## config.mk

```make
export PLATFORM = sky130hd
export DESIGN_NAME = btn_event_gen
export DESIGN_NICKNAME = d
export VERILOG_FILES = /design/src/rtl/btn_event_gen.sv
export SDC_FILE = /design/constraint.sdc
export NUM_CORES = 1
export LEC_CHECK = 0
export ABC_AREA = 0
export CORE_MARGIN = 8
export CORE_UTILIZATION = 39
export CTS_CLUSTER_SIZE = 24
export DETAILED_ROUTE_END_ITERATION = 7
export SYNTH_ARGS = -nofsm -noshare
export SYNTH_HDL_FRONTEND = slang
export SYNTH_SLANG_ARGS = --single-unit
```

## constraint.sdc

```tcl
create_clock -name clk_100Mhz -period 2.35 [get_ports clk_100Mhz]
set_clock_uncertainty 0.05 [all_clocks]
set_input_delay 0.235 -clock clk_100Mhz [delete_from_list [all_inputs] [get_ports clk_100Mhz]]
set_output_delay 0.235 -clock clk_100Mhz [all_outputs]
set_load 0.01 [all_outputs]
```

## src/rtl/btn_event_gen.sv

```systemverilog
// Turns debounced button levels plus a shared 1 ms tick into one-clock
// press / release / long-press / auto-repeat pulses, one independent FSM per button.
module btn_event_gen #(
    parameter int N_BTN     = 3,
    parameter int LONG_MS   = 500,
    parameter int REPEAT_MS = 100,
    parameter int CNT_W     = 10
) (
    input  logic             clk_100Mhz,
    input  logic             rst,
    input  logic             tick,
    input  logic [N_BTN-1:0] btnDb,
    output logic [N_BTN-1:0] btnPress,
    output logic [N_BTN-1:0] btnRelease,
    output logic [N_BTN-1:0] btnLong,
    output logic [N_BTN-1:0] btnRepeat,
    output logic [N_BTN-1:0] btnHeld
);

    typedef enum logic [1:0] {IDLE, PRESS, HOLD} state_t;

    localparam logic [CNT_W-1:0] LONG_LAST   = CNT_W'(LONG_MS - 1);
    localparam logic [CNT_W-1:0] REPEAT_LAST = CNT_W'(REPEAT_MS - 1);

    state_t           state_q [N_BTN];
    state_t           state_d [N_BTN];
    logic [CNT_W-1:0] cnt_q   [N_BTN];
    logic [CNT_W-1:0] cnt_d   [N_BTN];
    logic [N_BTN-1:0] armed_q;
    logic [N_BTN-1:0] press_d, release_d, long_d, repeat_d, held_d;

    // A button arms once it has been seen released, so one held through reset stays silent.
    always_ff @(posedge clk_100Mhz or posedge rst) begin
        if (rst) begin
            for (int i = 0; i < N_BTN; i++) begin
                state_q[i] <= IDLE;
                cnt_q[i]   <= '0;
            end
            armed_q    <= '0;
            btnPress   <= '0;
            btnRelease <= '0;
            btnLong    <= '0;
            btnRepeat  <= '0;
            btnHeld    <= '0;
        end else begin
            for (int i = 0; i < N_BTN; i++) begin
                state_q[i] <= state_d[i];
                cnt_q[i]   <= cnt_d[i];
            end
            armed_q    <= armed_q | ~btnDb;
            btnPress   <= press_d;
            btnRelease <= release_d;
            btnLong    <= long_d;
            btnRepeat  <= repeat_d;
            btnHeld    <= held_d;
        end
    end

    // Release is tested before tick so a release cycle never also yields long/repeat.
    always_comb begin
        press_d   = '0;
        release_d = '0;
        long_d    = '0;
        repeat_d  = '0;
        held_d    = '0;
        for (int i = 0; i < N_BTN; i++) begin
            state_d[i] = state_q[i];
            cnt_d[i]   = cnt_q[i];
            case (state_q[i])
                IDLE: begin
                    if (btnDb[i] && armed_q[i]) begin
                        press_d[i]  = 1'b1;
                        repeat_d[i] = 1'b1;
                        cnt_d[i]    = '0;
                        state_d[i]  = PRESS;
                    end
                end
                PRESS: begin
                    if (!btnDb[i]) begin
                        release_d[i] = 1'b1;
                        cnt_d[i]     = '0;
                        state_d[i]   = IDLE;
                    end else if (tick) begin
                        if (cnt_q[i] == LONG_LAST) begin
                            long_d[i]   = 1'b1;
                            repeat_d[i] = 1'b1;
                            cnt_d[i]    = '0;
                            state_d[i]  = HOLD;
                        end else begin
                            cnt_d[i] = cnt_q[i] + CNT_W'(1);
                        end
                    end
                end
                HOLD: begin
                    if (!btnDb[i]) begin
                        release_d[i] = 1'b1;
                        cnt_d[i]     = '0;
                        state_d[i]   = IDLE;
                    end else if (tick) begin
                        if (cnt_q[i] == REPEAT_LAST) begin
                            repeat_d[i] = 1'b1;
                            cnt_d[i]    = '0;
                        end else begin
                            cnt_d[i] = cnt_q[i] + CNT_W'(1);
                        end
                    end
                end
                default: begin
                    cnt_d[i]   = '0;
                    state_d[i] = IDLE;
                end
            endcase
            held_d[i] = (state_d[i] == HOLD);
        end
    end

endmodule

```

==> flow_summary.yaml <==
run:
  maxCapViolations: 0
worst_setup_path:
  startpoint_type: "register"
  slowest_delay_ps: 400
  critical_path_required_ps: 2490
  worst-setup-path-type: "reg -> reg"
  crit_path_end_kind: "register"
  r2r_setup_slack_ps: 300
  cp.arrival_ps: 2190
  cp_max_fo: 7
  slowest_stage: "dfrtp_1"
  crit_chain: "ha_1 > nor4b_4 > nand3_1 > a31oi_2 > nor2_2 > mux2_2"
clock_tree:
  cts_buffers: 5
  cts_resized: 0
  cts_tree: "yes"
  postCtsHoldBufs: 0
  clock_latency_ps: 300
  clock_sinks: 54
  cts_setup_buffers: 0
  clockBufferDepth: 2
  path_clk_slew_ps: 90
  cts_root_buf: "clkbuf_8"
  cts_htree_levels: 2
power_and_ir_drop:
  power_mw: 2.289
  peakVddDrop_mv: 0.3724
  pwr_density_cell_mw_per_mm2: 681.6
  power.leakage_nw: 1.516
synth:
  netlist_area_sq_mm: 0.002934
  synth-edff-count: 0
  synthArstFlopShare: 1.000
  ys_seq_elements: 54
  synthesis.instances: 300
  syn_avg_cell_area_sq_um: 9.780
  synth_warnings: 0
  ys.flop_type: "dfrtp_1"
  synth_fp_nets: 321
  ys_seq_area_frac: 0.4606
  synthDistinctLibCells: 48
grt:
  grt_pass1_vias: 2227
  grt.met1_usage: 0.1508
  grt_usage: 0.1168
  grtUsageMet2: 0.1903
  grt_pass1_wl_um: 9963
  grt_start_max_net_pins: 34
  grt_busiest_layer: "met2"
  antenna_found_initial: 0
  grt_util_met3: 0.02498
  grt_remaining_overflow: 0
timing:
  setup_viol_count_final: 0
  slew_headroom: 0.6844
  tns_ps: 0
  rsz0062_at_grt: "false"
  fin_crit_sh: 0.8731
  hold-worst-slack_ps: 212.8
  drv_slew: 0
  final.min_clock_period_ps: 2052
  worstMarginPinSlew_ps: 472.7
  finalHoldViolCount: 0
  max_freq_mhz: 487.4
die:
  ioPinCount: 21
  start_util: 0.4045
  num_rows: 31
  dieWidth_um: 102.7
  die_area_sq_mm: 0.01055
  core_sq_mm: 0.007253
  die_y_um: 102.7
cells_and_area:
  drive_above_1_share: 0.07407
  design_area_sq_mm: 0.003358
  final_cell_mix: "dfrtp_1 (54), nand2_1 (37), clkdlybuf4s50_1 (20)"
  final_common_cell: "dfrtp_1"
  diodes: 0
  stdcell_count: 423
  nNetsFinal: 346
  area.growth.synth_to_final_pct: 14.46
status:
  status: "finished, final reports clean"
place:
  dpl.cell_count: 417
  portBuffers: 20
  dp.final_hpwl_um: 4278
  post_dp_cell_area_sq_mm: 0.003276
  place.gp.congestion: 0.8338
drt:
  route.detailed.drc: 0
  postRouteAntennaNets: 0
  via_count: 2274
  drt_iter0_drc: 67
  viasPerCell: 5.376
  drt-pass1-iter-count: 4
  routedWlPerCell_um: 13.69
  finalWirelength_um: 5789
worst_hold_path:
  hold_path_class: "in -> async"
[flip-flops by register name, indices dropped and copies added (netlist names)]
register    cells
armed_q         3
btnLong         3
btnHeld         3
btnRepeat       3
btnPress        3
cnt_q          30
btnRelease      3
state_q         6
[final timing paths]
check | start | end | cells after the start
worst max-delay path | cnt_q[0] | cnt_q[0] | 6
worst max register to register | cnt_q[0] | cnt_q[0] | 6
min in group clk_100Mhz | armed_q[0] | armed_q[0] | 1
max in group asynchronous | rst | cnt_q[19] | 3
worst min register to register | armed_q[0] | armed_q[0] | 1
worst min-delay path | rst | btnRelease[2] | 2
[stage by stage]
step           worst slack [ps]    util
2_1_floorplan             547.3       -
6_report                  298.1  0.4630
4_1_cts                   305.1  0.4630
5_1_grt                   95.33  0.4630
3_3_place_gp              317.9  0.4516
3_5_place_dp              295.1  0.4516
[worst max-delay path: cells and delay by family (launching register included)]
kind	cells	cell delay, ps
AND/OR/NAND/NOR	3	630
flip-flops	1	400
AO/OA/AOI/OAI	1	350
multiplexers	1	280
adder cells (fa/ha/maj)	1	230
[routing by layer]
| layer | wire, um | vias up |
|---|---|---|
| met5 | 0 | - |
| met4 | 60 | 0 |
| met3 | 247 | 5 |
| met2 | 2599 | 30 |
| met1 | 2881 | 1099 |
| li1 | - | 1140 |
[area by class of cell]
| type | instances | area (sq um) |
|---|---|---|
| Sequential cell | 54 | 1351 |
| Timing Repair Buffer | 24 | 242.7 |
| Inverter | 17 | 63.81 |
| Multi-Input combinational cell | 223 | 1494 |
| Tap cell | 99 | 123.9 |
| Clock buffer | 6 | 82.58 |
| Fill cell | 729 | 3895 |
[synth_stat cells, drive strengths merged, types with 4 or more instances]
| cell | count | area [sq um] |
|---|---|---|
| nor2 | 14 | 57.55 |
| o21ai | 23 | 118.9 |
| a21o | 5 | 37.54 |
| nor2b | 11 | 68.82 |
| inv | 17 | 63.81 |
| nand3 | 19 | 95.09 |
| clkbuf | 4 | 15.01 |
| o2bb2ai | 4 | 41.29 |
| nand4 | 6 | 37.54 |
| nand2b | 5 | 31.28 |
| nor3 | 5 | 25.02 |
| and3 | 10 | 62.56 |
| a31oi | 7 | 50.05 |
| a22o | 12 | 105.1 |
| nand2 | 37 | 138.9 |
| dfrtp | 54 | 1351 |
| ha | 15 | 187.7 |
| or3 | 5 | 31.28 |
| a21oi | 7 | 38.79 |
[report_power, final]
group          switching [mW]  total (mW)  internal (mW)  leakage (nW)
logic                   0.409       0.721          0.312         0.751
clock network           0.277       0.505          0.228        0.0431
registers              0.0507        1.06           1.01         0.722
[kinds of logic (layout without fill, tap and decap cells)]
| family | count (synthesis) | in the layout | share of synthesized area |
|---|---|---|---|
| flops | 54 | 54 | 0.4606 |
| buf+inv | 23 | 47 | 0.03028 |
| simple gates | 125 | 125 | 0.2380 |
| mux | 3 | 3 | 0.01066 |
| fa+ha+maj | 15 | 15 | 0.06397 |
| compound gates | 80 | 80 | 0.1966 |
Power figures use the tool's default switching activity.
